## config.mk

```make
export PLATFORM = sky130hd
export DESIGN_NAME = solver_sequencer
export DESIGN_NICKNAME = d
export VERILOG_FILES = /design/src/rtl/solver_pkg.sv /design/src/rtl/solver_sequencer.sv
export SDC_FILE = /design/constraint.sdc
export NUM_CORES = 1
export LEC_CHECK = 0
export CORE_MARGIN = 3
export CORE_UTILIZATION = 41
export DETAILED_ROUTE_END_ITERATION = 16
export PLACE_DENSITY = 0.85
export SLEW_MARGIN = 30
export SYNTH_ARGS = -nofsm -noshare
export SYNTH_HDL_FRONTEND = slang
export SYNTH_SLANG_ARGS = --single-unit
```

## constraint.sdc

```tcl
create_clock -name clk_100mhz -period 2.18 [get_ports clk_100mhz]
set_clock_uncertainty 0.2 [all_clocks]
set_input_delay 0.327 -clock clk_100mhz [delete_from_list [all_inputs] [get_ports clk_100mhz]]
set_output_delay 0.327 -clock clk_100mhz [all_outputs]
set_load 0.005 [all_outputs]
```

## src/rtl/solver_pkg.sv

```systemverilog
// Shared dimensions, element/matrix/vector types and FSM states for the
// covariance-solver sequencer and its neighbouring linear_solver.
package solver_pkg;

  localparam int N       = 4;
  localparam int W       = 16;
  localparam int TIMEOUT = 1024;

  typedef logic signed [W-1:0]  elem_t;
  typedef elem_t [N-1:0]        vector_t;
  typedef elem_t [N-1:0][N-1:0] matrix_t;

  typedef enum logic [2:0] {
    IDLE,
    LOAD,
    SOLVE,
    OUTPUT,
    RECOVER
  } state_t;

endpackage

```

## src/rtl/solver_sequencer.sv

```systemverilog
// Collects an N x N covariance matrix element by element, launches the external
// solver, and hands back its result or a timeout indication with an error count.
module solver_sequencer
  import solver_pkg::*;
#(
  parameter int TIMEOUT_CYCLES = solver_pkg::TIMEOUT
) (
  input  logic          clk_100mhz,
  input  logic          reset,
  input  logic          in_valid,
  input  logic [W-1:0]  in_data,
  output logic          in_ready,
  output logic          slv_valid,
  output matrix_t       slv_cov,
  output logic          slv_reset,
  input  vector_t       slv_x,
  input  logic          slv_ready,
  output logic          out_valid,
  output vector_t       out_x,
  output logic          out_timeout,
  input  logic          out_ready,
  output logic          busy,
  output logic [7:0]    err_count
);

  localparam int IW = $clog2(N);
  localparam int TW = $clog2(TIMEOUT_CYCLES);

  localparam logic [2*IW-1:0] LAST_ELEM  = (2*IW)'(N*N - 1);
  localparam logic [TW-1:0]   LAST_SOLVE = TW'(TIMEOUT_CYCLES - 1);

  state_t           state;
  matrix_t          matrix;
  logic [2*IW-1:0]  elem_cnt;
  logic [TW-1:0]    solve_cnt;

  assign in_ready = (state == IDLE) || (state == LOAD);
  assign busy     = (state != IDLE);
  assign slv_cov  = matrix;

  // Element counter's upper bits select the row, lower bits the column, so
  // the row-major stream lands directly in place.
  always_ff @(posedge clk_100mhz) begin
    if (reset) begin
      state       <= IDLE;
      matrix      <= '0;
      elem_cnt    <= '0;
      solve_cnt   <= '0;
      slv_valid   <= 1'b0;
      slv_reset   <= 1'b0;
      out_valid   <= 1'b0;
      out_x       <= '0;
      out_timeout <= 1'b0;
      err_count   <= '0;
    end else begin
      unique case (state)
        IDLE, LOAD: begin
          if (in_valid) begin
            matrix[elem_cnt[2*IW-1:IW]][elem_cnt[IW-1:0]] <= in_data;
            elem_cnt <= elem_cnt + 1'b1;
            if (elem_cnt == LAST_ELEM) begin
              state     <= SOLVE;
              slv_valid <= 1'b1;
              solve_cnt <= '0;
            end else begin
              state <= LOAD;
            end
          end
        end

        // A response on the final budget cycle still counts as a solve.
        SOLVE: begin
          if (slv_ready) begin
            out_x       <= slv_x;
            out_timeout <= 1'b0;
            out_valid   <= 1'b1;
            slv_valid   <= 1'b0;
            state       <= OUTPUT;
          end else if (solve_cnt == LAST_SOLVE) begin
            out_x       <= '0;
            out_timeout <= 1'b1;
            slv_valid   <= 1'b0;
            slv_reset   <= 1'b1;
            if (err_count != 8'hFF) begin
              err_count <= err_count + 8'd1;
            end
            state <= RECOVER;
          end else begin
            solve_cnt <= solve_cnt + 1'b1;
          end
        end

        RECOVER: begin
          slv_reset <= 1'b0;
          out_valid <= 1'b1;
          state     <= OUTPUT;
        end

        OUTPUT: begin
          if (out_ready) begin
            out_valid <= 1'b0;
            state     <= IDLE;
          end
        end

        default: begin
          state <= IDLE;
        end
      endcase
    end
  end

endmodule

```

==> impl_results.md <==
- VDD IR max: approximately 0.46 mV
- Ant diodes: 0
- Area delta synth->final: 49.2%
- Max_slew headroom: 0.450
- Drt pass-1 iters: 6
- Die area: between 30,000 and 40,000 sq um
- WL/cell: 19.0 um
- Initial antenna violation count: 0
- Synthesized area per cell: approximately 8.3 sq um
- Worst EP arrival: about 1500 ps
- CP bufs+invs: 2
- PD cells: 727 nW/um^2
- First-pass GRT wire length: ~68 mm
- Peak fanout along the critical path: 8
- #FFs+latches synth: 349
- Tightest Pin Transition: 824 ps
- Via density: 5.31
- Vias: roughly 12,000
- Final setup vio count: 0
- Initial Util: 0.419
- Max Freq: slightly below 500 MHz
- GP Congestion: 0.831
- Top delay family on crit path: simple AND/OR/NAND/NOR gates
- Total Routed Length: about 44 mm
- Clk_lat worst skew: about 500 ps
- Die Y: 180 um
- PortBufs: 418
- Period Utilization, post-route: 0.940
- CTS Buf Count: 36
- Seq/Total Area, Yosys: 0.560
- Fin util: 0.625
- Clk sinks: approximately 350
- Crit. End Element: output port
- Cells after Synth: 1,500
- Crit path max-delay cell type: or3_4
- Fin. max-slew vios: 0
- Share of layout cells above drive strength 1: 0.0751
- Outcome: completed
- Final HPWL from detailed placement: 29.3 mm
- Post-layout min period: 2050 ps
- Max incr delay on CP: 370 ps
- Startpoint types: flop
- Global router's overall resource usage: 0.258
- Syn nets: 1,591
- H-tree levels: 2
- # IOs: 419
- Drt initial violations: approximately 870
- Row Count: 63
- Pin count of the biggest net entering global routing: 172
- Worst Path Required: between 1500 and 2000 ps
- Distinct cells, synth: 53
- # DRC: 0
- Final hold viol count: 0
- Reg clk slew, reported paths: 60 ps
- Commonest non-fill, non-tap cell in the layout: nand2_1
- RSZ-0062 raised after global routing: false
- Clock tree root driver cell: clkbuf_16
- CTS tree: done
- Number of fill cells in the layout: 2,290
- Most frequent cells in the layout: nand2_1, clkdlybuf4s50_1, dfxtp_1
- Cell Area, Synth: approximately 12,000 sq um
- Post-route ant nets: 0
- Clk buf depth: 3
- Most used DFF post-synth: dfxtp_1
- Vias in the first global route: between 10,000 and 15,000
- Post-synth ARST share: 0
- Number of synthesized flops with an enable pin: 0
- Final Net Count: 1,982
- Worst-path cell chain: buf_4 -> or3_4 -> buf_2
- Max-Cap Viols: 0
- Critical path type: reg2out
- Setup TNS Final: 0 ps
- Grt ovf: 0
- YS warnings: 0
- Worst hold-check path type: in2reg
- Core area: 29,800 sq um
- P_leak: 6.42 nW
- Width of the die: 180 um
where the power goes:
| part | internal (mW) | switching, mW | total, mW |
|---|---|---|---|
| combinational | 0.432 | 0.510 | 0.942 |
| sequential | 6.46 | 0.0538 | 6.52 |
| clock | 3.56 | 2.51 | 6.07 |
state kept, by name, indices dropped and copies added (netlist names):
signal,cells
elem_cnt,4
err_count,8
out_timeout,1
out_valid,1
out_x,64
slv_cov,256
slv_reset,1
slv_valid,1
solve_cnt,10
state,3
layout make-up:
class | instances | area, sq um | share of cell area
clock inverters | 10 | 92.6 | 0.00498
clock buffers | 54 | 1080 | 0.0581
multi-input cells | 1003 | 4900 | 0.263
repair buffers | 492 | 5030 | 0.270
well taps | 390 | 488 | 0.0262
inverters | 9 | 33.8 | 0.00182
flip-flops and latches | 349 | 6990 | 0.376
cells in the mapped netlist (3+ instances only):
master     count  area (sq um)
clkbuf_2       4          20.0
o21ai_0        6          30.0
a21oi_1      268          1340
and3_1        19           119
a22o_1        64           561
buf_2         28           140
a2bb2oi_1      5          43.8
inv_1          9          33.8
or4_1          4          30.0
a21boi_0       4          30.0
buf_4          4          30.0
dfxtp_1      349          6990
nand3_1       34           170
nor3_1         8          40.0
nor2_1        12          45.0
or3_1          6          37.5
a211oi_1       4          30.0
nor2b_1        3          18.8
ha_1           6          75.1
clkbuf_1     100           375
o31ai_1        4          30.0
buf_1          3          11.3
nand2_1      520          1950
worst register-to-register path, cell delays in order, from the launching register on:
cell and delay (ps):
dfxtp_1 390, ha_1 230, and3_2 250, nand4_4 160, nor4_1 350, mux2_2 360
stage by stage:
stage          hold WS [ps]  cells  cell area, sq um  setup slack (ps)  power (mW)
2_1_floorplan           226   1500             12500               143        7.01
3_3_place_gp            241   2242             17400              -168        7.57
3_5_place_dp            245   2242             17400              -217        7.59
4_1_cts                 182   2307             18600              17.0        13.6
5_1_grt                 182   2307             18600              23.8        14.0
6_report                206   2307             18600               130        13.5
cell families after synthesis:
| family | Yosys count | share of synthesized area |
|---|---|---|
| xor gates and xnor gates | 2 | 0.00140 |
| DFF | 349 | 0.560 |
| buffers and inverters | 148 | 0.0490 |
| and+or+nand+nor | 626 | 0.208 |
| AOI/OAI and AO/OA | 368 | 0.175 |
| adders and majority gates | 6 | 0.00602 |
| muxes | 1 | 0.000903 |
layer usage:
layer	GRT usage	wire length, um
met2	0.426	20400
met1	0.316	17500
met5	0	0
met3	0.0628	3840
met4	0.125	2230
final timing paths:
kind             endpoint  slack (ps)         start  depth (start not counted)
max                  busy         130      state[1]                          3
min             out_x[21]         210     slv_x[21]                          2
max reg2reg  err_count[5]         130  solve_cnt[0]                          5
min reg2reg   slv_cov[97]         250   slv_cov[97]                          2
repair_timing:
| item | CTS | global route |
|---|---|---|
| gates cloned | 0 | 0 |
| hold buffers | 1 | 0 |
| hold endpoints to repair | 10 | 0 |
| buffers inserted | 0 | 0 |
| endpoints found under the setup margin | 2 | 7 |
| resized for setup | 6 | 4 |
Power figures use the tool's default switching activity.
